<file path="src/rtl/pipe_elastic_buf.sv">
// pipe_elastic_buf: DEPTH-entry elastic valid/ready buffer with flush, bubble injection and occupancy
module pipe_elastic_buf #(
  parameter int                DATA_W    = 64,
  parameter int                DEPTH     = 2,
  parameter logic [DATA_W-1:0] EMPTY_VAL = '0,
  parameter int                CNT_W     = $clog2(DEPTH+1)
) (
  input  logic              clk,
  input  logic              rst,
  input  logic              flush,
  input  logic              i_valid,
  output logic              i_ready,
  input  logic [DATA_W-1:0] i_data,
  output logic              o_valid,
  input  logic              o_ready,
  output logic [DATA_W-1:0] o_data,
  output logic [CNT_W-1:0]  count
);
  localparam int PTR_W = $clog2(DEPTH);
  localparam logic [PTR_W-1:0] LAST = PTR_W'(DEPTH-1);
  localparam logic [CNT_W-1:0] FULL = CNT_W'(DEPTH);
  logic [DATA_W-1:0] mem_q [DEPTH];
  logic [PTR_W-1:0]  wr_ptr_q, wr_ptr_d, rd_ptr_q, rd_ptr_d;
  logic [CNT_W-1:0]  cnt_q, cnt_d;
  logic              o_valid_q, i_ready_q;
  logic              insert, remove;
  assign insert  = i_valid & i_ready_q;
  assign remove  = o_valid_q & o_ready;
  assign i_ready = i_ready_q;
  assign o_valid = o_valid_q;
  assign count   = cnt_q;
  assign o_data  = (cnt_q != '0) ? mem_q[rd_ptr_q] : EMPTY_VAL;
  // next pointers and occupancy; flush collapses everything to the empty state
  always_comb begin
    wr_ptr_d = flush ? '0 : insert ? ((wr_ptr_q == LAST) ? '0 : wr_ptr_q + 1'b1) : wr_ptr_q;
    rd_ptr_d = flush ? '0 : remove ? ((rd_ptr_q == LAST) ? '0 : rd_ptr_q + 1'b1) : rd_ptr_q;
    cnt_d    = flush ? '0 : cnt_q + CNT_W'(insert) - CNT_W'(remove);
  end
  // control state with handshake flags precomputed from the next occupancy
  always_ff @(posedge clk) begin
    if (rst) begin
      wr_ptr_q  <= '0;
      rd_ptr_q  <= '0;
      cnt_q     <= '0;
      o_valid_q <= 1'b0;
      i_ready_q <= 1'b1;
    end else begin
      wr_ptr_q  <= wr_ptr_d;
      rd_ptr_q  <= rd_ptr_d;
      cnt_q     <= cnt_d;
      o_valid_q <= cnt_d != '0;
      i_ready_q <= cnt_d < FULL;
    end
  end
  // payload storage; contents are irrelevant once cnt says the slot is empty
  always_ff @(posedge clk) begin
    if (insert) mem_q[wr_ptr_q] <= i_data;
  end
endmodule

</file>
<file path="config.mk">
export PLATFORM = sky130hd
export DESIGN_NAME = pipe_elastic_buf
export DESIGN_NICKNAME = d
export VERILOG_FILES = /design/src/rtl/pipe_elastic_buf.sv
export SDC_FILE = /design/constraint.sdc
export NUM_CORES = 1
export LEC_CHECK = 0
export ABC_AREA = 1
export CAP_MARGIN = 10
export CORE_ASPECT_RATIO = 1.25
export CORE_MARGIN = 10
export CORE_UTILIZATION = 45
export CTS_CLUSTER_DIAMETER = 30
export DETAILED_ROUTE_END_ITERATION = 7
export DONT_BUFFER_PORTS = 1
export PLACE_DENSITY = 0.7
export SYNTH_ARGS = -nofsm -noshare
export SYNTH_HDL_FRONTEND = slang
export SYNTH_SLANG_ARGS = --single-unit
</file>
<file path="constraint.sdc">
create_clock -name clk -period 5.1 [get_ports clk]
set_input_delay 0.255 -clock clk [delete_from_list [all_inputs] [get_ports clk]]
set_output_delay 0.255 -clock clk [all_outputs]
set_load 0.05 [all_outputs]
</file>
# == Word-level counts from Yosys, hierarchy flattened ==
# Memories as Yosys holds them, arrays and structs flattened. A register that Yosys moved wholly into a read port is not among the register bits.
# Index checks and enable logic that the tools add are counted.
# totals
ff_bits,6
ram_bits,128
memories,1
# op_classes
add_sub_neg,4
magnitude_cmp,1
muxes,8
bitwise,2
reduce_logical,3
# mem_list
memory,depth,width,read_ports,rd_clocked_by_memory_dff,write_ports,line_no,source
mem_q,2,64,1,1,1,22,logic [DATA_W-1:0] mem_q [DEPTH];
# ops
op,count
$mux 64,1
$mux 1,6
$reduce_bool 2->1,2
$add 1x1->1 const B,2
$add 2x1->2,1
$and 1x1->1,2
$lt 2x2->1 const B,1
$mux 2,1
$reduce_or 2->1,1
$sub 2x1->2,1

# == Depth between registers and ports, before layout ==
# Gate-level depths: netlist (run 1).
# logic_depth
ltp_word,5
mapped_depth,8

# == Least setup slack after synthesis (run 1) ==
# No wires, ideal clock.
# synth_timing
path_type,reg-to-reg
startpoint,reg i_ready_q (netlist: i_ready)
endpoint,"mem mem_q[0][0], enable pin"
setup_ns,0.487
arrival_time_ns,3.534
required_time_ns,4.613
setup_slack_ns,1.080
stages_incl_launch_ff,3
path_buffers,0
period_less_slack_ns,4.020
cell_sequence,dfxtp_1 > nand2_1 > nor2_1
# synth_between
elab_chain_len,3
# synth_rtl
item,line_no,source
"start, declared",25,"logic o_valid_q, i_ready_q;"
"start signal, assigned",52,i_ready_q <= cnt_d < FULL;
$and 1x1->1,27,assign insert = i_valid & i_ready_q;
$mux 1,57,if (insert) mem_q[wr_ptr_q] <= i_data;
$mux 1 (not written as such),57,
"end, declared",22,
# No other way between the ends.

==> results of run 1 <==
==> state kept, by name, indices dropped and copies added (netlist names), named ones only <==
| name | cells |
|---|---|
| i_ready | 1 |
| o_valid | 1 |
| rd_ptr_q | 1 |
| wr_ptr_q | 1 |
| count | 2 |
| mem_q | 128 |
==> per-layer routing <==
layer  vias up  GRT usage  share of wire
met2        96      0.241           0.53
met3         6     0.0654          0.079
li1       1468          -              -
met5         -          0              0
met4         0     0.0501         0.0078
met1      1556      0.157           0.38
==> critical path, stage by stage, from the launching register on <==
cell     delay [ns]
dfxtp_2        0.32
inv_2          0.81
nand2_1        0.16
a21oi_1        0.88
==> worst min path at each step <==
stage	start	end	slack (ns)	cells past startpoint
3_3_place_gp	i_data[59]	mem_q[0][59]	0.35	0
5_1_grt	rst	i_ready	0.08	2
4_1_cts	o_ready	flop	0.05	2
6_report	rst	count[0]	0.07	3
2_1_floorplan	i_data[0]	mem_q[0][0]	0.35	0
3_5_place_dp	i_data[37]	mem_q[0][37]	0.35	0
==> final cells by class <==
cell class,count,share of cell area
flip-flops and latches,135,0.616
clock inverters,14,0.0246
inverters,9,0.00522
repair buffers,70,0.111
diodes,1,0.000387
multi-input cells,214,0.150
clock buffers,18,0.0663
well taps,135,0.0261
==> cells in the final DEF, fill, tap and decap left out <==
cell / instances
inv_2: 1
nand2_1: 136
nor2_4: 3
dlygate4sd3_1: 64
diode_2: 1
nor2_1: 1
dfxtp_2: 1
bufinv_16: 3
nand3_1: 2
edfxtp_1: 128
o21ai_0: 2
clkbuf_1: 1
buf_4: 4
clkinvlp_4: 2
nand3b_1: 1
clkinv_1: 2
a21oi_1: 57
clkbuf_16: 17
buf_16: 1
a21oi_2: 10
dfxtp_1: 6
clkinv_4: 3
ha_1: 2
inv_1: 8
buf_12: 1
clkinv_2: 4
==> power by group <==
group | leakage [nW] | internal, mW | switching, mW
clock network | 0.285 | 0.763 | 0.437
registers | 1.26 | 1.27 | 0.0213
logic | 0.778 | 0.0633 | 0.216
total | 2.32 | 2.10 | 0.675
==> cell families (layout without fill, tap and decap cells) <==
family,Yosys count,after routing
simple gates,143,143
flops,135,135
compound gates,69,69
buf+inv,28,111
fa+ha+maj,2,2
other cells,0,1
==> flow_metrics.env, run 1 <==
export IMPL_ant_nets=0
export IMPL_dp_slack_ns=2.24
export IMPL_final_nets=518
export IMPL_hold_violations=0
export IMPL_rsz0062_at_grt="false"
export IMPL_path_max_fanout=64
export IMPL_synth_area_per_cell_um2=13.6
export IMPL_ys_seq_area_frac=0.779
export IMPL_synthMuxAreaShare=0
export IMPL_initial_utilization=0.459
export IMPL_maxSlewHeadroom=0.236
export IMPL_dp_hpwl_um=7140
export IMPL_num_rows=43
export IMPL_cp_arrival_ns=2.60
export IMPL_r2r_setup_slack_ns=2.57
export IMPL_clkTransAtPathRegs_ns=0.06
export IMPL_cts_max_level=4
export IMPL_cts_resized_gates=0
export IMPL_synth_edf_count=128
export IMPL_yosysTopAreaCell="edfxtp_1"
export IMPL_cts_buffer_depth=2
export IMPL_max_freq_mhz=350
export IMPL_cts_tree="yes"
export IMPL_synthSimpleGateAreaFrac=0.108
export IMPL_synthXorXnorAreaFrac=0
export IMPL_syn_nets=448
export IMPL_synth_most_common_cell="nand2_1"
export IMPL_grt_overflow=0
export IMPL_hold_class="in2reg"
export IMPL_crit_type="reg2out"
export IMPL_ir_drop_mv=0.237
export IMPL_postPlaceCellArea_um2=5190
export IMPL_min_period_ns=2.86
export IMPL_drcViolationCount=0
export IMPL_synth_top_family_by_area="simple AND/OR/NAND/NOR gates"
export IMPL_ys_warn_count=0
export IMPL_crit_path_start_kind="flop"
export IMPL_synth_compound_area_share=0.0749
export IMPL_multi_input_area_um2=973
export IMPL_p_leak_nw=2.32
export IMPL_cp_endpoint="o_data[41]"
export IMPL_synthFlopType="edfxtp_1"
export IMPL_core_area_um2=11100
export IMPL_synth_top_area_frac=0.752
export IMPL_dr_pass1_iters=4
export IMPL_fp_dieH_um=139
export IMPL_die_w_um=115
export IMPL_cts_sinks=135
export IMPL_place_inst=497
export IMPL_cts_root_buf="clkbuf_16"
export IMPL_synth_area_um2=5110
export IMPL_finalInstanceArea_um2=6470
export IMPL_clkLatencyLatePin_ns=0.40
export IMPL_final_util=0.581
export IMPL_netlist_top_cells_count="nand2_1 (136), edfxtp_1 (128), a21oi_1 (57)"
export IMPL_netlist_instances=377
export IMPL_vias=3126
export IMPL_skew_ns=0.00715
export IMPL_die_area_um2=16100
export IMPL_postCtsSetupRepairBufs=0
export IMPL_ys_ff_latch=135
export IMPL_synth_adder_area_share=0.00489
export IMPL_status="complete, no violations"
export IMPL_routed_wl_um=11600
export IMPL_timing_final_ws_setup_ns=2.24
export IMPL_place_congestion=0.687
export IMPL_portBuffers=0
export IMPL_finalCritPeriodShare=0.561
export IMPL_cts_buffers=17
export IMPL_end_kind="output pin"
export IMPL_grt_max_degree=65
export IMPL_track_usage=0.144
export IMPL_netlist_top_cells_area="edfxtp_1 (75%), nand2_1 (10%), a21oi_1 (5.6%)"
export IMPL_drv_cap=0
export IMPL_final_instance_count_excl_fill=596
export IMPL_io_pins=137
export IMPL_routedWlPerCell_um=19.5
export IMPL_regArea_um2=3990
export IMPL_synthArstFlopShare=0
export IMPL_maxSlewViolCount=0
export IMPL_yosysUniqueCellTypes=16
export IMPL_antenna_found_initial=1
export IMPL_area_delta_synth_final_pct=26.5
export IMPL_drt_first_iter_violations=164
export IMPL_drive_above_1_share=0.109
export IMPL_worstMarginPinSlew_ns=1.14
export IMPL_ff2ff_path_depth=4
export IMPL_grt_first_pass_wirelength_um=17700
export IMPL_worstPathRequired_ns=4.85
export IMPL_rr_endpoint="mem_q[0][26]"
export IMPL_hold_buffers=64
export IMPL_r2r_start="i_ready"
export IMPL_via_per_inst=5.24
export IMPL_hold_slack_ns=0.0742
export IMPL_num_fill_cells=859
export IMPL_setup_viol=0
export IMPL_power_density_nw_per_um2=429
export IMPL_tns_ns=0
export IMPL_grt_pass1_vias=3216
export IMPL_p_total_mw=2.77
Power figures use the tool's default switching activity.
==> run 2: changes to the inputs <==
PLACE_DENSITY = 0.72   (was 0.7)
clock period = 2.3 ns   (was 5.1 ns; I/O delays follow)
==> run 2 against run 1 <==
Critical endpoint is now o_data[49]. Flip-flop and latch count did not move. Combinational power rose to 2.8 times the previous value. Worst setup slack got worse by 1.9 ns. Global-route usage rose by 1.0 points. Clock power rose by 110%. Final area rose by 10%.
==> flow_metrics.env, run 2 (same netlist as run 1, synthesis figures left out) <==
export IMPL_drv_cap=0
export IMPL_grt_max_degree=46
export IMPL_initial_utilization=0.459
export IMPL_cts_resized_gates=0
export IMPL_rr_endpoint="rd_ptr_q"
export IMPL_cts_buffers=17
export IMPL_maxSlewHeadroom=0.623
export IMPL_area_delta_synth_final_pct=39.5
export IMPL_p_total_mw=6.16
export IMPL_rsz0062_at_grt="false"
export IMPL_min_period_ns=1.99
export IMPL_worst_path_buf_inv=3
export IMPL_worstMarginPinSlew_ns=0.565
export IMPL_io_pins=137
export IMPL_cts_max_level=4
export IMPL_grt_pass1_vias=3639
export IMPL_vias=3371
export IMPL_postCtsSetupRepairBufs=0
export IMPL_die_area_um2=16100
export IMPL_finalCritPeriodShare=0.863
export IMPL_slowest_delay_ns=0.45
export IMPL_intPower_mw=4.67
export IMPL_worstPathRequired_ns=2.18
export IMPL_p_leak_nw=2.73
export IMPL_num_rows=43
export IMPL_grt_overflow=0
export IMPL_hold_path_startpoint="i_valid"
export IMPL_ir_drop_mv=0.667
export IMPL_cts_sinks=135
export IMPL_power_frac_seq=0.463
export IMPL_core_area_um2=11100
export IMPL_grt_first_pass_wirelength_um=19200
export IMPL_path_max_fanout=35
export IMPL_largest_register_ffs=128
export IMPL_clkTransAtPathRegs_ns=0.06
export IMPL_place_inst=570
export IMPL_antenna_found_initial=1
export IMPL_final_instance_count_excl_fill=672
export IMPL_track_usage=0.155
export IMPL_crit_type="reg2out"
export IMPL_die_w_um=115
export IMPL_crit_path_start_kind="flop"
export IMPL_routed_wl_um=12200
export IMPL_power_density_nw_per_um2=864
export IMPL_clkPwrFrac=0.410
export IMPL_routedWlPerCell_um=18.2
export IMPL_dp_hpwl_um=7520
export IMPL_r2r_setup_slack_ns=0.60
export IMPL_hold_violations=0
export IMPL_most_common_layout_cells="nand2_1 (136), edfxtp_1 (128), dlygate4sd3_1 (69), buf_4 (66), a21oi_1 (57)"
export IMPL_clkLatencyLatePin_ns=0.39
export IMPL_end_kind="output pin"
export IMPL_status="complete, no violations"
export IMPL_cts_root_buf="clkbuf_16"
export IMPL_via_per_inst=5.02
export IMPL_place_congestion=0.765
export IMPL_portBuffers=0
export IMPL_power_frac_comb=0.127
export IMPL_cts_tree="yes"
export IMPL_top_register="mem_q"
export IMPL_skew_ns=0.00675
export IMPL_cp_common_cell="buf_4"
export IMPL_ant_nets=0
export IMPL_hold_end="wr_ptr_q"
export IMPL_cts_buffer_depth=2
export IMPL_drt_first_iter_violations=232
export IMPL_maxSlewViolCount=0
export IMPL_crit_chain="inv_2 > buf_4 > nand2_1 > a21oi_1 > buf_4"
export IMPL_cp_arrival_ns=1.87
export IMPL_whs_path_depth=2
export IMPL_p_switching_mw=1.50
export IMPL_layout_commonest_cell="nand2_1"
export IMPL_drive_above_1_share=0.226
export IMPL_fp_dieH_um=139
export IMPL_final_nets=594
export IMPL_dr_pass1_iters=4
export IMPL_drcViolationCount=0
export IMPL_ff2ff_path_depth=5
export IMPL_setup_viol=0
export IMPL_hold_class="in2reg"
export IMPL_r2r_start="o_valid"
export IMPL_switching_share=0.243
export IMPL_max_freq_mhz=504
export IMPL_cp_slowest_cell="dfxtp_2"
export IMPL_crit_family="buffers and inverters"
export IMPL_cp_num_cells=5
run 2: area by class of cell:
cell class              count  area, um^2
flip-flops and latches    135        3990
well taps                 135         169
repair buffers            146        1410
clock inverters            13         134
clock buffers              18         429
inverters                   9        33.8
fillers                   777        4000
multi-input cells         214         973
diodes                      2        5.00
run 2: layer usage:
metal | global-route usage | part of all wire | vias to the layer above
li1 | - | - | 1620
met5 | 0 | 0 | -
met4 | 0.0642 | 0.016 | 0
met2 | 0.268 | 0.53 | 129
met1 | 0.160 | 0.36 | 1610
met3 | 0.0623 | 0.092 | 12
run 2: stage by stage:
| step | utilization | area, um^2 | hold WS [ns] | setup slack, ns | setup TNS (ns) |
|---|---|---|---|---|---|
| global route | 0.640 | 7130 | 0.124 | 0.191 | 0 |
| global placement | 0.528 | 5880 | 0.214 | 0.728 | 0 |
| floorplan | - | 5120 | 0.214 | -0.671 | -85.90 |
| finish | 0.641 | 7140 | 0.102 | 0.315 | 0 |
| CTS | 0.640 | 7130 | 0.0843 | 0.291 | 0 |
| detailed placement | 0.528 | 5880 | 0.214 | 0.713 | 0 |
run 2: timing repair:
| action | 4_1_cts | 5_1_grt |
|---|---|---|
| hold endpoints to repair | 135 | 0 |
| hold buffers | 69 | 0 |
| endpoints found under the setup margin | 0 | 0 |
run 2: worst max path at each step:
stage / start / endpoint / slack [ns]
finish: flop / o_data[49] / 0.31
global route: count[0] / o_data[49] / 0.19
CTS: count[0] / o_data[51] / 0.29
detailed placement: o_valid / o_valid / 0.71
global placement: count[0] / o_data[51] / 0.73
floorplan: i_ready / mem_q[1][0] / -0.67
run 2: worst reg2reg max path, delay by kind of cell (launching register included):
family / cells / cell delay, ns
AO/OA/AOI/OAI: 2 / 0.33
buffers and inverters: 2 / 0.79
flip-flops: 1 / 0.32
AND/OR/NAND/NOR: 1 / 0.14
run 2: power groups by stage:
stage	sequential [mW]	clock, mW	combinational [mW]
6_report	2.85	2.52	0.785
5_1_grt	2.86	2.69	0.834
4_1_cts	2.85	2.57	0.788
3_5_place_dp	2.90	0	0.674
3_3_place_gp	2.90	0	0.666
2_1_floorplan	2.92	0	0.441
==> run 3: changes to the inputs <==
CELL_PAD_IN_SITES_DETAIL_PLACEMENT = 0   (was not set)
CELL_PAD_IN_SITES_GLOBAL_PLACEMENT = 1   (was not set)
PLACE_DENSITY = 0.85   (was 0.72)
==> run 3 against run 2 <==
Total power is 2.8% higher. Final cell count shrank 0.45%. Die area did not move. Clock power up 7%. Fmax shrank 3.7%. Highest routed layer unchanged.
==> flow_metrics.env, run 3 (same netlist as run 1, synthesis figures left out) <==
export IMPL_rsz0062_at_grt="false"
export IMPL_p_total_mw=6.33
export IMPL_largest_register_ffs=128
export IMPL_final_instance_count_excl_fill=669
export IMPL_timing_final_ws_setup_ns=0.239
export IMPL_ir_drop_mv=0.768
export IMPL_hold_class="in2reg"
export IMPL_rr_endpoint="o_valid"
export IMPL_grt_overflow=0
export IMPL_via_per_inst=5.06
export IMPL_finalInstanceArea_um2=7150
export IMPL_status="complete, no violations"
export IMPL_r2r_setup_slack_ns=0.66
export IMPL_postCtsSetupRepairBufs=0
export IMPL_skew_ns=0.00602
export IMPL_num_fill_cells=822
export IMPL_dp_hpwl_um=7270
export IMPL_maxSlewViolCount=0
export IMPL_cts_sinks=135
export IMPL_clkTransAtPathRegs_ns=0.05
export IMPL_grt_max_degree=65
export IMPL_fp_dieH_um=139
export IMPL_worstMarginPinSlew_ns=0.701
export IMPL_most_common_layout_cells="nand2_1 (136), edfxtp_1 (128), dlygate4sd3_1 (68), buf_4 (65), a21oi_1 (57)"
export IMPL_cp_arrival_ns=1.95
export IMPL_hold_violations=0
export IMPL_grt_first_pass_wirelength_um=18200
export IMPL_crit_path_start_kind="flop"
export IMPL_crit_type="reg2out"
export IMPL_layout_commonest_cell="nand2_1"
export IMPL_drt_first_iter_violations=139
export IMPL_antennaDiodeCount=0
export IMPL_place_inst=569
export IMPL_ant_nets=0
export IMPL_routed_wl_um=11700
export IMPL_io_pins=137
export IMPL_die_w_um=115
export IMPL_postPlaceCellArea_um2=5870
export IMPL_die_area_um2=16100
export IMPL_cts_buffers=17
export IMPL_cp_endpoint="o_data[1]"
export IMPL_path_max_fanout=64
export IMPL_vias=3388
export IMPL_clkLatencyLatePin_ns=0.41
export IMPL_cts_max_level=4
export IMPL_cts_tree="yes"
export IMPL_cts_buffer_depth=2
export IMPL_track_usage=0.148
export IMPL_drcViolationCount=0
export IMPL_power_density_nw_per_um2=886
export IMPL_setup_viol=0
export IMPL_num_rows=43
export IMPL_place_congestion=0.755
export IMPL_tns_ns=0
export IMPL_finalCritPeriodShare=0.896
export IMPL_worstPathRequired_ns=2.18
export IMPL_routedWlPerCell_um=17.5
export IMPL_p_leak_nw=2.73
export IMPL_drv_cap=0
export IMPL_r2r_start="o_valid"
export IMPL_drive_above_1_share=0.227
export IMPL_initial_utilization=0.459
export IMPL_area_delta_synth_final_pct=39.9
export IMPL_grt_pass1_vias=3529
export IMPL_min_period_ns=2.06
export IMPL_core_area_um2=11100
export IMPL_dr_pass1_iters=7
export IMPL_max_freq_mhz=485
export IMPL_cts_root_buf="clkbuf_16"
export IMPL_dp_slack_ns=0.696
export IMPL_end_kind="output pin"
export IMPL_ff2ff_path_depth=9
export IMPL_antenna_found_initial=0
export IMPL_final_nets=592
export IMPL_portBuffers=0
export IMPL_maxSlewHeadroom=0.532
export IMPL_top_register="mem_q"
## run 3: per-stage QoR
step	util	hold WS, ns
detailed placement	0.527	0.214
finish	0.642	0.0964
global placement	0.527	0.214
floorplan	-	0.214
global route	0.642	0.127
CTS	0.642	0.0803
## run 3: what timing repair did
item	in CTS	in global routing
hold buffers	68	0
endpoints found under the setup margin	0	0
endpoints found under the hold margin	135	0
gates resized for setup	0	0
## run 3: how the worst min path moves through the flow
stage	startpoint	to	slack (ns)	cells past startpoint
floorplan	i_data[0]	mem_q[0][0]	0.21	0
global placement	i_data[62]	mem_q[0][62]	0.21	0
detailed placement	i_data[13]	mem_q[0][13]	0.21	0
CTS	i_valid	wr_ptr_q	0.08	2
global route	i_valid	wr_ptr_q	0.13	2
finish	i_valid	wr_ptr_q	0.1	2
## run 3: worst max-delay path, cell delays in order, from the launching register on
cell,delay (ns)
dfxtp_2,0.33
buf_4,0.53
nand2_1,0.15
a21oi_1,0.23
buf_4,0.23
## run 3: final cells by class
type / instances / area, um^2 / share of cell area
Sequential cell: 135 / 3990 / 0.557
Multi-Input combinational cell: 214 / 973 / 0.136
Clock inverter: 14 / 173 / 0.0241
Timing Repair Buffer: 144 / 1390 / 0.194
Inverter: 9 / 33.8 / 0.00472
Clock buffer: 18 / 429 / 0.0600
Tap cell: 135 / 169 / 0.0236
## run 3: power breakdown
part	internal, mW	switching, mW	leakage, nW
sequential	2.82	0.0283	1.26
combinational	0.260	0.520	1.20
clock	1.71	0.992	0.281
## run 3: metal layers
metal | vias up | global-route usage | part of all wire
li1 | 1616 | - | -
met1 | 1649 | 0.148 | 0.36
met2 | 98 | 0.262 | 0.55
met3 | 25 | 0.0524 | 0.060
met4 | 0 | 0.0729 | 0.027
met5 | - | 0 | 0
